**src/rtl/freq_meter.sv**
```systemverilog
// Gated frequency counter: counts rising edges of an asynchronous input over a
// fixed window of clk_in cycles and publishes the count with a one-cycle valid.
module freq_meter #(
  parameter int unsigned CLK_FREQ    = 50_000_000,
  parameter int unsigned GATE_CYCLES = CLK_FREQ,
  parameter int unsigned COUNT_W     = 27,
  parameter int unsigned SYNC_STAGES = 2
) (
  input  logic               clk_in,
  input  logic               rst,
  input  logic               sig_in,
  input  logic               start,
  input  logic               continuous,
  output logic               busy,
  output logic [COUNT_W-1:0] freq_out,
  output logic               freq_valid,
  output logic               overflow
);

  localparam int unsigned GATE_W = (GATE_CYCLES > 2) ? $clog2(GATE_CYCLES) : 1;
  localparam logic [GATE_W-1:0]  GATE_LAST = GATE_W'(GATE_CYCLES - 1);
  localparam logic [COUNT_W-1:0] CNT_MAX   = '1;

  typedef enum logic [1:0] {
    IDLE    = 2'd0,
    ARM     = 2'd1,
    GATE    = 2'd2,
    PUBLISH = 2'd3
  } state_t;

  state_t               state;
  logic [SYNC_STAGES-1:0] sync_q;
  logic                 prev_q;
  logic                 rise_c;
  logic [GATE_W-1:0]    gate_cnt;
  logic [COUNT_W-1:0]   edge_cnt;
  logic                 ovf_q;
  logic [COUNT_W-1:0]   cnt_nxt_c;
  logic                 ovf_nxt_c;

  // Synchronizer chain and edge detector; free-running in every state.
  always_ff @(posedge clk_in) begin
    if (rst) begin
      sync_q <= '0;
      prev_q <= 1'b0;
    end else begin
      sync_q <= {sync_q[SYNC_STAGES-2:0], sig_in};
      prev_q <= sync_q[SYNC_STAGES-1];
    end
  end

  assign rise_c = sync_q[SYNC_STAGES-1] & ~prev_q;

  // Saturating edge count; a rise while saturated marks the window as overflowed.
  always_comb begin
    cnt_nxt_c = edge_cnt;
    ovf_nxt_c = ovf_q;
    if (rise_c) begin
      if (edge_cnt == CNT_MAX) begin
        ovf_nxt_c = 1'b1;
      end else begin
        cnt_nxt_c = edge_cnt + COUNT_W'(1);
      end
    end
  end

  // Result registers load on entry to PUBLISH so they are visible during it.
  always_ff @(posedge clk_in) begin
    if (rst) begin
      state      <= IDLE;
      busy       <= 1'b0;
      freq_out   <= '0;
      freq_valid <= 1'b0;
      overflow   <= 1'b0;
      gate_cnt   <= '0;
      edge_cnt   <= '0;
      ovf_q      <= 1'b0;
    end else begin
      freq_valid <= 1'b0;
      case (state)
        IDLE: begin
          if (start) begin
            state <= ARM;
            busy  <= 1'b1;
          end
        end
        ARM: begin
          edge_cnt <= '0;
          ovf_q    <= 1'b0;
          gate_cnt <= '0;
          state    <= GATE;
        end
        GATE: begin
          edge_cnt <= cnt_nxt_c;
          ovf_q    <= ovf_nxt_c;
          gate_cnt <= gate_cnt + GATE_W'(1);
          if (gate_cnt == GATE_LAST) begin
            state      <= PUBLISH;
            freq_out   <= cnt_nxt_c;
            overflow   <= ovf_nxt_c;
            freq_valid <= 1'b1;
          end
        end
        PUBLISH: begin
          if (continuous) begin
            state <= ARM;
          end else begin
            state <= IDLE;
            busy  <= 1'b0;
          end
        end
        default: begin
          state <= IDLE;
          busy  <= 1'b0;
        end
      endcase
    end
  end

endmodule

```
**config.mk**
```make
export PLATFORM = sky130hd
export DESIGN_NAME = freq_meter
export DESIGN_NICKNAME = d
export VERILOG_FILES = /design/src/rtl/freq_meter.sv
export SDC_FILE = /design/constraint.sdc
export NUM_CORES = 1
export LEC_CHECK = 0
export BUFFER_PORTS_ARGS = -buffer_cell sky130_fd_sc_hd__buf_2
export CORE_MARGIN = 2
export CORE_UTILIZATION = 34
export DETAILED_ROUTE_END_ITERATION = 6
export GPL_ROUTABILITY_DRIVEN = 0
export PLACE_DENSITY = 0.54
export RECOVER_POWER = 25
export SKIP_CTS_REPAIR_TIMING = 1
export SYNTH_ARGS = -nofsm -noshare
export SYNTH_HDL_FRONTEND = slang
export SYNTH_SLANG_ARGS = --single-unit
```
**constraint.sdc**
```tcl
create_clock -name clk_in -period 2.6 [get_ports clk_in]
set_clock_uncertainty 0.1 [all_clocks]
set_input_delay 0 -clock clk_in [delete_from_list [all_inputs] [get_ports clk_in]]
set_output_delay 0 -clock clk_in [all_outputs]
set_load 0.01 [all_outputs]
```
==> results.py, run 1 <==
metrics = {
    "status": {
        "outcome": "finished with violations",
        "violations": "negative hold slack",
    },
    "setup_path": {
        "critPathBufInv": 1,
        "critPathTopFamily": "compound AO/OA/AOI/OAI gates",
        "required_ns": 2.76,
        "rr_startpoint": "edge_cnt[0]",
        "worst_setup_path_end_kind": "register",
        "timing.rr.end": "freq_out[5]",
        "critPathArrivalTime_ns": 2.61,
        "endpoint": "freq_out[5]",
        "r2r_slack_ns": 0.15,
        "rr_worst_depth": 7,
        "crit_type": "register to register",
        "cp-startpoint": "edge_cnt[0]",
        "path_cells": "ha_1 > nand3_2 > or3_1 > o31ai_4 > buf_4 > o21ai_0 > a311oi_1",
        "worstSetupStartpointType": "register",
        "worstPathMaxFanout": 9,
        "critPathSlowestCell": "or3_1",
        "worst_path_largest_cell_delay_ns": 0.54,
        "cp.depth": 7,
    },
    "final_layout": {
        "antenna_cells": 0,
        "fin_util": 0.412,
        "nFillCells": 1331,
        "multi_input_area_um2": 2660,
        "area_growth_pct": 17.4,
        "finalNetCount": 610,
        "instances_no_fill": 781,
        "drive_gt1_frac": 0.147,
        "seq_area_um2": 1780,
    },
    "clock_network": {
        "cts_tree": "built",
        "path_clk_slew_ns": 0.06,
        "cts_buffers": 9,
        "cts.sinks": 89,
        "h-tree-depth": 3,
        "cts_root_buf": "clkbuf_16",
        "clk_latency_ns": 0.35,
        "cts_buffer_depth": 2,
    },
    "sta": {
        "worst_pin_slew_ns": 0.734,
        "layout_min_cycle_time_ns": 2.45,
        "finalSetupViolCount": 0,
        "whs_ns": -0.00911,
        "hold_violations": 1,
        "slew_viol_final": 0,
        "fin_crit_sh": 0.943,
        "clock.fmax_mhz": 408,
        "rsz0062_at_grt": "no",
        "slew_headroom": 0.510,
        "fin_setup_tns_ns": 0,
    },
    "synth": {
        "async_reset_ff_frac": 0,
        "yosysUniqueCellTypes": 69,
        "syn-num-nets": 564,
        "synth_compound_area_frac": 0.212,
        "syn_avg_cell_area_um2": 8.46,
        "yosysSeqAreaShare": 0.380,
        "ys.flop_type": "dfxtp_1",
        "synthAdderAreaFrac": 0.0134,
        "syn_inst": 554,
        "yosys.area_share.simple": 0.279,
        "yosys_warnings": 0,
        "muxShareOfSynthArea": 0.00427,
        "synth-seq-cells": 89,
        "synth_edf_count": 0,
        "synth_top_family_by_area": "simple AND/OR/NAND/NOR gates",
        "syn_area_um2": 4680,
        "synth_xor_area_frac": 0.0580,
    },
    "floorplan": {
        "die_y_um": 121,
        "start_util": 0.351,
        "dieWidth_um": 121,
        "boundaryPins": 35,
        "placementRows": 42,
        "core_um2": 13300,
        "die_area_um2": 14700,
    },
    "grt": {
        "grt_pass1_wl_um": 21200,
        "grt-ovfl-total": 0,
        "grt_pass1_vias": 4204,
        "grt_usage": 0.183,
        "antenna_found_initial": 0,
        "grt_max_degree": 31,
    },
    "route": {
        "routed_wl_um": 12800,
        "drc": 0,
        "vias": 4367,
        "avgViaCountPerCell": 5.59,
        "wire_per_inst_um": 16.4,
        "first_pass_iters": 5,
        "dr.first_iter.drc_count": 381,
        "ant_nets": 0,
    },
    "pwr": {
        "power_mw": 3.50,
        "power.density_nw_per_um2": 636,
        "irDropWorstVdd_mv": 0.359,
        "p_leak_nw": 1.68,
    },
    "placement": {
        "io_buffer_count": 34,
        "placed_cells": 759,
        "dp_hpwl_um": 8980,
    },
    "flow_run": {
        "maxCapViolCount": 0,
    },
    "hold_path": {
        "hold_path_class": "input pin to register",
        "holdPathStages": 4,
    },
}
[registers in the layout, summed over array words and instances, names as in the netlist]
register and cells:
edge_cnt 27, sync_q 2, gate_cnt 26, ovf_q 1, freq_valid 1, prev_q 1, state 2, busy 1
overflow 1, freq_out 27
[layout make-up]
class,instances,area share
Multi-Input combinational cell,410,0.484
Sequential cell,89,0.324
Timing Repair Buffer,76,0.0864
Clock buffer,11,0.0460
Tap cell,176,0.0400
Clock inverter,5,0.00978
Inverter,14,0.00955
[worst min-delay path by stage]
stage / start / to / slack, ns
after floorplan: sig_in / sync_q[0] / 0.03
after global placement: sig_in / sync_q[0] / 0.12
after detailed placement: sig_in / sync_q[0] / 0.12
after CTS: sig_in / sync_q[0] / -0.25
after global routing: start / state[1] / 0.03
final: start / state[1] / -0.009
[cell families after synthesis]
group	after synthesis
and+or+nand+nor	237
AOI/OAI and AO/OA	135
DFF	89
buffers and inverters	55
xor gates and xnor gates	31
adders and majority gates	5
muxes	2
[per-layer routing]
layer / track usage / wire (µm) / up-vias
li1: - / - / 2151
met1: 0.235 / 5860 / 2085
met2: 0.294 / 6080 / 115
met3: 0.0456 / 696 / 16
met4: 0.0718 / 194 / 0
met5: 0 / 0 / -
[placed cells by master, fill, tap and decap left out, types with 3 or more instances in the layout]
master         instances
nor4_1                 7
nand4_1               18
clkbuf_1              26
dlygate4sd3_1          4
o31ai_1                4
a31oi_1               21
o211ai_1               9
or3_1                 17
nor2b_1                5
clkbuf_16              9
dfxtp_1               89
o32ai_1                3
or3_2                  4
nor4_4                 3
ha_1                   5
clkinv_2               3
nor3_1                16
buf_2                  8
buf_4                 37
a311oi_2               4
a21oi_1               20
or4_1                 11
nand2_1               52
o21ai_1                6
nand3_1               16
xor2_1                 8
a311oi_1               7
inv_1                 13
and4_1                 8
nand2b_1               3
o22ai_1                4
o21ai_0               19
xnor2_1               23
a211oi_1              16
nor2_1                57
a41oi_1                3
[synth_stat cells (4+ instances only)]
library cell   n  area [µm²]
xor2_1         8        70.1
or3_2          4        30.0
inv_1         13        48.8
a211oi_1      16         120
or3_1         17         106
xnor2_1       23         201
a311oi_1       7        61.3
nor3_1        16        80.1
a21oi_1       20         100
clkbuf_1      22        82.6
or4_1         11        82.6
nor4_1         7        43.8
o211ai_1       9        67.6
nor2_1        57         214
a31oi_1       21         131
dfxtp_1       89        1780
and4_1         8        70.1
nand3_1       16        80.1
nand4_1       18         113
nor2b_1        5        31.3
buf_2         12        60.1
o21ai_1        6        30.0
o22ai_1        4        25.0
ha_1           5        62.6
a311oi_2       4        60.1
o31ai_1        4        30.0
nand2_1       52         195
o21ai_0       19        95.1
[stage by stage]
stage / worst slack, ns / instance area (µm²) / hold slack [ns]
2_1_floorplan: 0.254 / 4680 / 0.0282
3_3_place_gp: 0.237 / 5170 / 0.118
3_5_place_dp: 0.0769 / 5170 / 0.121
4_1_cts: 0.0672 / 5480 / -0.249
5_1_grt: 0.00568 / 5500 / 0.0255
6_report: 0.149 / 5500 / -0.00911
[power breakdown]
group	leakage (nW)	switching [mW]	total, mW	internal, mW
registers	0.718	0.0314	1.43	1.39
logic	0.810	0.522	0.736	0.213
clock network	0.155	0.543	1.34	0.793
[worst reg2reg max path, delay by kind of cell (launching register included)]
family	cells	cell delay, ns
AOI/OAI and AO/OA	3	0.69
adders and majority gates	1	0.28
buffers and inverters	1	0.20
DFF	1	0.46
and+or+nand+nor	2	0.64
Power figures use the tool's default switching activity.
==> run 2: changes to the inputs <==
ABC_AREA = 1   (was unset)
==> run 2 against run 1 <==
  * The run ends with negative hold slack, max-capacitance violations, max-slew violations left
  * Sequential share of layout area rose by 2.0 points
  * Critical path depth rose by 4
  * Synthesized cell count rose by 25%
  * Design area fell by 5.9%
  * Register-to-register slack improved by 0.17 ns
  * Combinational power fell by 27%
  * Final cell count rose by 16%
  * Non-clock buffer count fell by 33
  * Critical path type unchanged
  * Largest cell class unchanged
  * Largest power group unchanged
  * Highest routed layer unchanged
==> results.py, run 2 <==
metrics = {
    "status": {
        "outcome": "finished with violations",
        "violations": "negative hold slack, max-capacitance violations, max-slew violations",
    },
    "sta": {
        "hold_violations": 5,
        "fin_crit_sh": 0.878,
        "whs_ns": -0.0274,
        "layout_min_cycle_time_ns": 2.28,
        "clock.fmax_mhz": 438,
        "finalSetupViolCount": 0,
        "slew_headroom": -0.0154,
        "fin_setup_tns_ns": 0,
        "slew_viol_final": 34,
        "worst_pin_slew_ns": 1.52,
        "fin_ws_ns": 0.318,
        "rsz0062_at_grt": "no",
    },
    "synth": {
        "syn_inst": 695,
        "synth-seq-cells": 89,
        "synth.most_common_cell": "nand2_1",
        "async_reset_ff_frac": 0,
        "yosys_warnings": 0,
        "synth_top_cells_by_count": "nand2_1, inv_1, dfxtp_1",
        "yosysUniqueCellTypes": 36,
        "syn_avg_cell_area_um2": 6.56,
        "synth_edf_count": 0,
        "syn-num-nets": 705,
        "syn_area_um2": 4560,
        "synth_top_cell_by_area": "dfxtp_1",
        "synth_area_leaders": "dfxtp_1, nand2_1, inv_1, a21oi_1, nand3_1",
        "yosys.area.top_type_share": 0.391,
        "yosysSeqAreaShare": 0.391,
        "ys.flop_type": "dfxtp_1",
    },
    "clock_network": {
        "cts_tree": "built",
        "path_clk_slew_ns": 0.07,
        "cts_buffer_depth": 2,
        "cts_root_buf": "clkbuf_16",
        "clk_latency_ns": 0.34,
        "cts.sinks": 89,
        "h-tree-depth": 3,
        "cts_buffers": 9,
    },
    "setup_path": {
        "path_cells": "inv_1 > ha_1 > nand3_1 > nor2_1 > nand2_1 > nor2_1 > nand2_1 > o21ai_0 > o21ai_0 > o21ai_0 > inv_1",
        "rr_worst_depth": 11,
        "required_ns": 2.74,
        "worst_setup_path_end_kind": "register",
        "worstSetupStartpointType": "register",
        "timing.rr.end": "gate_cnt[10]",
        "worst_path_largest_cell_delay_ns": 0.48,
        "rr_startpoint": "state[0]",
        "r2r_slack_ns": 0.32,
        "critPathSlowestCell": "ha_1",
        "crit_top_cell": "o21ai_0",
        "critPathArrivalTime_ns": 2.42,
        "worstPathMaxFanout": 9,
        "crit_type": "register to register",
    },
    "hold_path": {
        "hold_end": "sync_q[1]",
        "holdPathStages": 2,
        "hp-start": "rst",
        "hold_path_class": "input pin to register",
    },
    "grt": {
        "grt_usage": 0.156,
        "antenna_found_initial": 0,
        "grt_pass1_wl_um": 18000,
        "grt-ovfl-total": 0,
        "grt_max_degree": 34,
        "grt_pass1_vias": 3838,
    },
    "final_layout": {
        "finalNetCount": 735,
        "mostFrequentLayoutCell": "nand2_1",
        "fin_util": 0.393,
        "antenna_cells": 0,
        "drive_gt1_frac": 0.0630,
        "layout_common_cells": "nand2_1, inv_1, dfxtp_1",
        "instances_no_fill": 906,
        "area_growth_pct": 13.6,
        "fin_area_um2": 5180,
        "reg.largest.list": "edge_cnt x27, freq_out x27, gate_cnt x26",
    },
    "route": {
        "routed_wl_um": 10700,
        "vias": 4271,
        "drc": 0,
        "avgViaCountPerCell": 4.71,
        "ant_nets": 0,
        "dr.first_iter.drc_count": 258,
        "wire_per_inst_um": 11.8,
        "first_pass_iters": 5,
    },
    "placement": {
        "io_buffer_count": 34,
        "dp_hpwl_um": 7610,
        "placed_cells": 887,
        "pre_cts_ws_ns": 0.350,
        "placed_area_um2": 4880,
    },
    "flow_run": {
        "maxCapViolCount": 1,
    },
    "floorplan": {
        "boundaryPins": 35,
        "dieWidth_um": 120,
        "placementRows": 42,
        "core_um2": 13200,
        "die_y_um": 120,
        "die_area_um2": 14300,
        "start_util": 0.345,
    },
    "pwr": {
        "irDropWorstVdd_mv": 0.453,
        "p_leak_nw": 2.12,
        "power_mw": 3.28,
        "power.density_nw_per_um2": 633,
    },
}
[run 2: routing by layer]
metal	global-route usage	vias up	wire length (µm)
met2	0.240	83	4400
met1	0.214	1904	5560
met5	0	-	0
met3	0.0380	10	585
met4	0.0507	0	146
li1	-	2274	-
[run 2: logic make-up (layout without fill, tap and decap cells)]
family	count (synthesis)	count (layout)	synth area share
xor+xnor	11	11	0.0228
flops	89	89	0.391
buf+inv	136	171	0.117
compound gates	125	125	0.143
simple gates	329	329	0.312
fa+ha+maj	5	5	0.0137
[run 2: worst max-delay path: cells and delay by family, from the launching register on]
| kind | cells | cell delay, ns |
|---|---|---|
| simple gates | 5 | 0.64 |
| fa+ha+maj | 1 | 0.48 |
| compound gates | 3 | 0.44 |
| flops | 1 | 0.39 |
| buf+inv | 2 | 0.14 |
[run 2: how the worst max path moves through the flow]
stage / startpoint / to / cells past startpoint
floorplan: state[0] / gate_cnt[17] / 10
finish: state[0] / gate_cnt[10] / 11
global route: state[0] / gate_cnt[10] / 11
global placement: state[0] / gate_cnt[17] / 9
detailed placement: state[0] / gate_cnt[10] / 11
CTS: state[0] / gate_cnt[10] / 11
[run 2: power by group]
part | internal [mW] | switching [mW] | leakage, nW
sequential | 1.39 | 0.0221 | 0.718
combinational | 0.141 | 0.398 | 1.26
clock | 0.772 | 0.558 | 0.141
total | 2.30 | 0.978 | 2.12
[run 2: layout make-up]
type	count	area (µm²)
Multi-Input combinational cell	470	2240
Inverter	112	420
Clock inverter	6	66.3
Fill cell	1393	8010
Clock buffer	10	239
Timing Repair Buffer	43	209
Sequential cell	89	1780
Tap cell	176	220
